<file path="config.mk">
export PLATFORM = sky130hd
export DESIGN_NAME = pe_skew_feeder
export DESIGN_NICKNAME = d
export VERILOG_FILES = /design/src/rtl/pe_skew_feeder.sv
export SDC_FILE = /design/constraint.sdc
export NUM_CORES = 1
export LEC_CHECK = 0
export ABC_AREA = 1
export BUFFER_PORTS_ARGS = -buffer_cell sky130_fd_sc_hd__buf_2
export CORE_UTILIZATION = 40
export CTS_CLUSTER_DIAMETER = 150
export CTS_CLUSTER_SIZE = 40
export DETAILED_ROUTE_END_ITERATION = 12
export PLACE_DENSITY = 0.65
export SKIP_LAST_GASP = 1
export SLEW_MARGIN = 20
export SYNTH_ARGS = -nofsm -noshare
export SYNTH_HDL_FRONTEND = slang
export SYNTH_SLANG_ARGS = --single-unit
</file>
<file path="constraint.sdc">
create_clock -name clk_i -period 1.5 [get_ports clk_i]
set_input_delay 0.075 -clock clk_i [delete_from_list [all_inputs] [get_ports clk_i]]
set_output_delay 0.075 -clock clk_i [all_outputs]
set_load 0.1 [all_outputs]
</file>
<file path="src/rtl/pe_skew_feeder.sv">
// Diagonal input skew stage for the PE systolic tile.
// Lane k delays each accepted vector element by k cycles, then the pipe drains and signals done.
module pe_skew_feeder #(
    parameter int B              = 4,
    parameter int quantized_size = 8
) (
    input  logic                                   clk_i,
    input  logic                                   reset_i,
    input  logic                                   v_i,
    output logic                                   ready_o,
    input  logic                                   last_i,
    input  logic [quantized_size-1:0][2*B-1:0]     data_i,
    output logic [quantized_size-1:0][2*B-1:0]     data_o,
    output logic [quantized_size-1:0]              v_o,
    output logic                                   busy_o,
    output logic                                   done_o
);

    localparam int CW = (quantized_size > 1) ? $clog2(quantized_size) : 1;

    localparam logic [1:0] IDLE   = 2'd0;
    localparam logic [1:0] STREAM = 2'd1;
    localparam logic [1:0] DRAIN  = 2'd2;

    logic [1:0]    state;
    logic [CW-1:0] cnt;
    logic          accept;

    assign ready_o = (state != DRAIN);
    assign accept  = v_i && ready_o;
    assign busy_o  = (state != IDLE);
    assign done_o  = (state == DRAIN) && (cnt == '0);

    // The drain count equals the deepest lane's remaining delay after the last accept.
    always_ff @(posedge clk_i or negedge reset_i) begin
        if (!reset_i) begin
            state <= IDLE;
            cnt   <= '0;
        end else begin
            case (state)
                IDLE, STREAM: begin
                    if (accept) begin
                        if (last_i) begin
                            state <= DRAIN;
                            cnt   <= CW'(quantized_size - 1);
                        end else begin
                            state <= STREAM;
                        end
                    end
                end
                DRAIN: begin
                    if (cnt == '0) begin
                        state <= IDLE;
                    end else begin
                        cnt <= cnt - 1'b1;
                    end
                end
                default: begin
                    state <= IDLE;
                    cnt   <= '0;
                end
            endcase
        end
    end

    for (genvar k = 0; k < quantized_size; k++) begin : g_lane
        logic [2*B-1:0] stage_d [0:k];
        logic [k:0]     stage_v;

        // Free-running chain; empty slots carry zero so data_o never shows stale values.
        always_ff @(posedge clk_i or negedge reset_i) begin
            if (!reset_i) begin
                for (int j = 0; j <= k; j++) begin
                    stage_d[j] <= '0;
                end
                stage_v <= '0;
            end else begin
                stage_d[0] <= accept ? data_i[k] : '0;
                stage_v[0] <= accept;
                for (int j = 1; j <= k; j++) begin
                    stage_d[j] <= stage_d[j-1];
                    stage_v[j] <= stage_v[j-1];
                end
            end
        end

        assign data_o[k] = stage_d[k];
        assign v_o[k]    = stage_v[k];
    end

endmodule

</file>
==> results of run 1 <==
## power by group
| part | switching [mW] | internal, mW | leakage, nW |
|---|---|---|---|
| registers | 0.422 | 9.43 | 3.96 |
| clock network | 2.16 | 1.38 | 0.145 |
| logic | 3.73 | 0.887 | 1.63 |
| total | 6.31 | 11.7 | 5.74 |
## synthesized netlist by cell type
| cell | n | share of area |
|---|---|---|
| nand3_1 | 6 | 0.0034 |
| ha_1 | 2 | 0.0029 |
| buf_2 | 1 | 0.00057 |
| o21ai_0 | 4 | 0.0023 |
| buf_4 | 57 | 0.049 |
| nand2_2 | 2 | 0.0014 |
| inv_1 | 73 | 0.031 |
| inv_2 | 1 | 0.00043 |
| buf_6 | 6 | 0.0078 |
| nand2_4 | 1 | 0.0013 |
| nor2_1 | 67 | 0.029 |
| dfrtp_1 | 301 | 0.86 |
| nand2_1 | 13 | 0.0056 |
## area by class of cell
cell class	instances	area, um^2
Clock buffer	11	275
Multi-Input combinational cell	95	433
Sequential cell	301	7530
Clock inverter	1	20.0
Fill cell	1727	10700
Inverter	74	278
Tap cell	275	344
Timing Repair Buffer	226	1600
## registers in the layout (all words and copies together), names as in the netlist
register        count
data_o             56
g_lane.stage_v      8
cnt                 3
state               2
g_lane.stage_d    232
## timing repair
action	CTS	global route
resized for setup	7	3
setup endpoints to repair	3	2
hold endpoints to repair	367	0
hold buffers	67	0
setup buffers	3	4
pin swaps	1	0
## worst max-delay path by stage
stage | to | depth (start not counted) | slack (ns) | start
floorplan | cnt[2] | 6 | -0.02 | state[0]
global placement | cnt[2] | 8 | 0.36 | cnt[0]
detailed placement | cnt[1] | 8 | 0.21 | cnt[0]
CTS | done_o | 5 | -0.07 | cnt[0]
global route | done_o | 5 | -0.12 | cnt[1]
finish | done_o | 5 | -0.07 | cnt[1]
## per-stage QoR
stage | instances | worst slack (ns) | hold WS, ns
after floorplan | 534 | -0.0195 | -0.221
after global placement | 897 | 0.363 | 0.0149
after detailed placement | 897 | 0.215 | 0.0217
after CTS | 979 | -0.0706 | 0.0861
after global routing | 983 | -0.121 | 0.0982
final | 983 | -0.0654 | 0.0804
## layer usage
metal  wire (um)  GRT usage  vias to the layer above
met5           0          0                        -
met4         276     0.0388                        0
met3         654     0.0223                       23
met2        6250      0.196                       94
met1        5030      0.142                     1986
li1            -          -                     1834
## logic make-up after synthesis
kind of cell | Yosys count | synth area share
buffers and inverters | 138 | 0.0894
adder cells (fa/ha/maj) | 2 | 0.00287
AO/OA/AOI/OAI | 4 | 0.00230
AND/OR/NAND/NOR | 89 | 0.0407
flip-flops | 301 | 0.865
## worst reg2reg max path: stages, from the launching register on
cell and delay (ns):
dfrtp_1 0.40, inv_2 0.07, ha_4 0.16, nand2_2 0.09, nor2_4 0.05, buf_4 0.12, nor2_2 0.13, nand3_1 0.13
nand2_1 0.09
==> results_dict.tcl, run 1 <==
set metrics [dict create \
    core-area_um2 21200 \
    finalHoldViolCount 0 \
    worstHoldPathType "in -> async" \
    fin_crit_ns 1.57 \
    drt_iter0_markers 69 \
    dieArea_um2 22400 \
    utilization 0.496 \
    first_pass_iters 4 \
    crit_type "reg -> out" \
    ys_types 13 \
    initial_core_util 0.412 \
    cpLargestDelayFamily "flip-flops" \
    setup_violations 1 \
    wire_per_inst_um 12.4 \
    slew_headroom 0.665 \
    die_w_um 150 \
    clock.fmax_mhz 639 \
    rows 53 \
    dpl_cell_area_um2 9440 \
    viasPerCell 4.01 \
    drv_slew 0 \
    diodes 0 \
    critPathMaxFanout 2 \
    cts_tree "built" \
    power_mw 18.0 \
    r2r_end "cnt[0]" \
    cts_inserted_buffers 11 \
    area_delta_synth_final_pct 20.4 \
    cp-start-kind "register" \
    cts.sinks 301 \
    drive_above_1_share 0.258 \
    critPathMaxStageDelay_ns 0.42 \
    r2r-start "cnt[1]" \
    cp.arrival_ns 1.49 \
    num-nets-final 779 \
    hpwl_um 7700 \
    worst-path-buf-inv 2 \
    fin_setup_tns_ns -0.0654 \
    max-cap-violations 0 \
    syn_avg_cell_area_um2 16.3 \
    timing.final.ws_setup_ns -0.0654 \
    grt_pass1_vias 4292 \
    stdcell_area_um2 10500 \
    synth_cells 534 \
    grt_pass1_wl_um 20200 \
    crit_chain "inv_2, ha_4, nand2_2, nor2_4, buf_12" \
    die_h_um 150 \
    skew_ns 0.0192 \
    clock-root-buffer "clkbuf_16" \
    regToRegSetupSlack_ns 0.21 \
    gp_congestion 0.678 \
    ioPinCount 143 \
    routed-via-count 3937 \
    cts_htree_levels 1 \
    syn_nets 604 \
    peakVddDrop_mv 1.28 \
    reg2reg_depth 8 \
    grt_max_degree 66 \
    cp_slowest_cell "dfrtp_1" \
    port_buffers 142 \
    cts_buffer_depth 3 \
    synth_seq_area_share 0.865 \
    synthesis.area_um2 8710 \
    ys_ff_latch 301 \
    p_leak_nw 5.74 \
    drc 0 \
    failed_checks "negative setup slack" \
    grt_usage 0.113 \
    min_period_over_period 1.04 \
    worstSetupEndpointType "output port" \
    rsz0062_at_grt "yes" \
    clock_latency_ns 0.48 \
    clkTransAtPathRegs_ns 0.13 \
    layout_commonest_cell "dfrtp_1" \
    power_density_nw_per_um2 1720 \
    mostFrequentLayoutCells "dfrtp_1, buf_2, inv_1" \
    antenna_found_initial 0 \
    routed_wl_um 12200 \
    ant_nets 0 \
    yosysWarnings 0 \
    gr-total-overflow 0 \
    required_ns 1.42 \
    outcome "finished with violations" \
    worst_pin_slew_ns 0.506 \
]
(Power assumes the default switching activity.)
==> run 2, diff against run 1 <==
--- a/config.mk
+++ b/config.mk
@@ -7,6 +7,7 @@
 export LEC_CHECK = 0
 export ABC_AREA = 1
 export BUFFER_PORTS_ARGS = -buffer_cell sky130_fd_sc_hd__buf_2
+export CORE_ASPECT_RATIO = 0.75
 export CORE_UTILIZATION = 40
 export CTS_CLUSTER_DIAMETER = 150
 export CTS_CLUSTER_SIZE = 40
==> run 2 against run 1 <==
The flow still finishes with violations (negative setup slack). Via count shrank 0.10%. Design area grew 0.26%. Critical path depth is the same. Sequential share of layout area shrank 0.19 points. Clock skew grew 0.0021 ns. Highest routed layer unchanged. Global-route usage grew 0.17 points. Die area is essentially flat. Core utilization shrank 0.066 points. Combinational power is essentially flat. Maximum frequency shrank 2.1%.
==> results_dict.tcl, run 2 (synthesis gave the netlist of run 1 again) <==
set metrics [dict create \
    cts_inserted_buffers 11 \
    clock.fmax_mhz 625 \
    clock-root-buffer "clkbuf_16" \
    setup_violations 1 \
    multi_input_area_um2 438 \
    viasPerCell 3.96 \
    num-nets-final 776 \
    clock_latency_ns 0.48 \
    critPathMaxFanout 2 \
    busiest_layer "met2" \
    rows 46 \
    regToRegSetupSlack_ns 0.10 \
    whs_ns 0.0187 \
    routed_wl_um 12500 \
    dieArea_um2 22400 \
    required_ns 1.42 \
    power_density_nw_per_um2 1720 \
    layout_commonest_cell "dfrtp_1" \
    largest_reg_flops 232 \
    clkTransAtPathRegs_ns 0.12 \
    area_delta_synth_final_pct 20.7 \
    regMostFlops "g_lane.stage_d" \
    hpwl_um 7550 \
    cp.arrival_ns 1.52 \
    cts_htree_levels 1 \
    fin_crit_ns 1.60 \
    min_period_over_period 1.07 \
    ioPinCount 143 \
    finalNonFillerCells 993 \
    grt_usage 0.115 \
    drc 0 \
    antenna_found_initial 0 \
    die_h_um 130 \
    cts.sinks 301 \
    outcome "finished with violations" \
    skew_ns 0.0213 \
    first_pass_iters 4 \
    r2r_end "cnt[2]" \
    p_leak_nw 5.74 \
    failed_checks "negative setup slack" \
    gp_congestion 0.688 \
    max-cap-violations 0 \
    reg2reg_depth 9 \
    drv_slew 0 \
    cts_buffer_depth 3 \
    r2r-start "cnt[1]" \
    power_mw 18.1 \
    crit_type "reg -> out" \
    grt_pass1_wl_um 20100 \
    use_met2 0.189 \
    dp_cells 908 \
    grt_pass1_vias 4210 \
    worst_pin_slew_ns 0.507 \
    num-fill-cells 1770 \
    grt_max_degree 97 \
    peakVddDrop_mv 1.26 \
    drive_above_1_share 0.255 \
    gr-total-overflow 0 \
    ant_nets 0 \
    core-area_um2 21200 \
    die_w_um 172 \
    drt_iter0_markers 206 \
    mostFrequentLayoutCells "dfrtp_1, buf_2, inv_1" \
    finalHoldViolCount 0 \
    cts_tree "built" \
    grtUsageMet3 0.0312 \
    use_met1 0.153 \
    worstHoldPathType "in -> async" \
    fin_setup_tns_ns -0.0993 \
    cp-start-kind "register" \
    rsz0062_at_grt "yes" \
    wire_per_inst_um 12.6 \
    diodes 0 \
    slew_headroom 0.665 \
    port_buffers 142 \
    initial_core_util 0.410 \
    worstSetupEndpointType "output port" \
    timing.final.ws_setup_ns -0.0993 \
    routed-via-count 3933 \
    regArea_um2 7530 \
]
==> run 2: report_power, final <==
| part | leakage (nW) | switching, mW | internal (mW) |
|---|---|---|---|
| sequential | 3.96 | 0.410 | 9.43 |
| clock | 0.145 | 2.21 | 1.38 |
| combinational | 1.64 | 3.75 | 0.887 |
| total | 5.74 | 6.37 | 11.7 |
==> run 2: repair_timing <==
| item | in CTS | in global routing |
|---|---|---|
| endpoints found under the setup margin | 3 | 3 |
| hold buffers | 67 | 0 |
| buffers inserted | 2 | 4 |
| pin swaps | 1 | 3 |
| hold endpoints to repair | 367 | 0 |
| resized for setup | 8 | 4 |
==> run 2: layer usage <==
metal	wire length, um	up-vias
li1	-	1824
met1	5430	1981
met2	6060	110
met3	758	18
met4	250	0
met5	0	-
==> run 2: critical path: stages (launching register included) <==
cell,delay [ns]
dfrtp_1,0.41
inv_2,0.09
ha_4,0.15
nand2_4,0.05
nor2_4,0.15
buf_12,0.19
==> run 2: how the worst max path moves through the flow <==
stage	from	to	cells after the start
after floorplan	state[0]	cnt[2]	6
after global placement	cnt[0]	cnt[2]	8
after detailed placement	cnt[0]	cnt[0]	8
after CTS	cnt[0]	done_o	5
after global routing	cnt[0]	done_o	5
final	cnt[1]	done_o	5
==> run 2: per-stage QoR <==
stage	utilization	worst slack, ns	area [um^2]
floorplan	-	-0.0195	8730
global placement	0.446	0.364	9460
detailed placement	0.446	0.151	9460
CTS	0.493	-0.0926	10500
global route	0.495	-0.153	10500
finish	0.495	-0.0993	10500
==> run 2: final cells by class <==
cell class | instances | area share
flip-flops and latches | 301 | 0.717
repair buffers | 223 | 0.153
multi-input cells | 95 | 0.0417
well taps | 288 | 0.0343
inverters | 74 | 0.0264
clock buffers | 11 | 0.0262
clock inverters | 1 | 0.00190
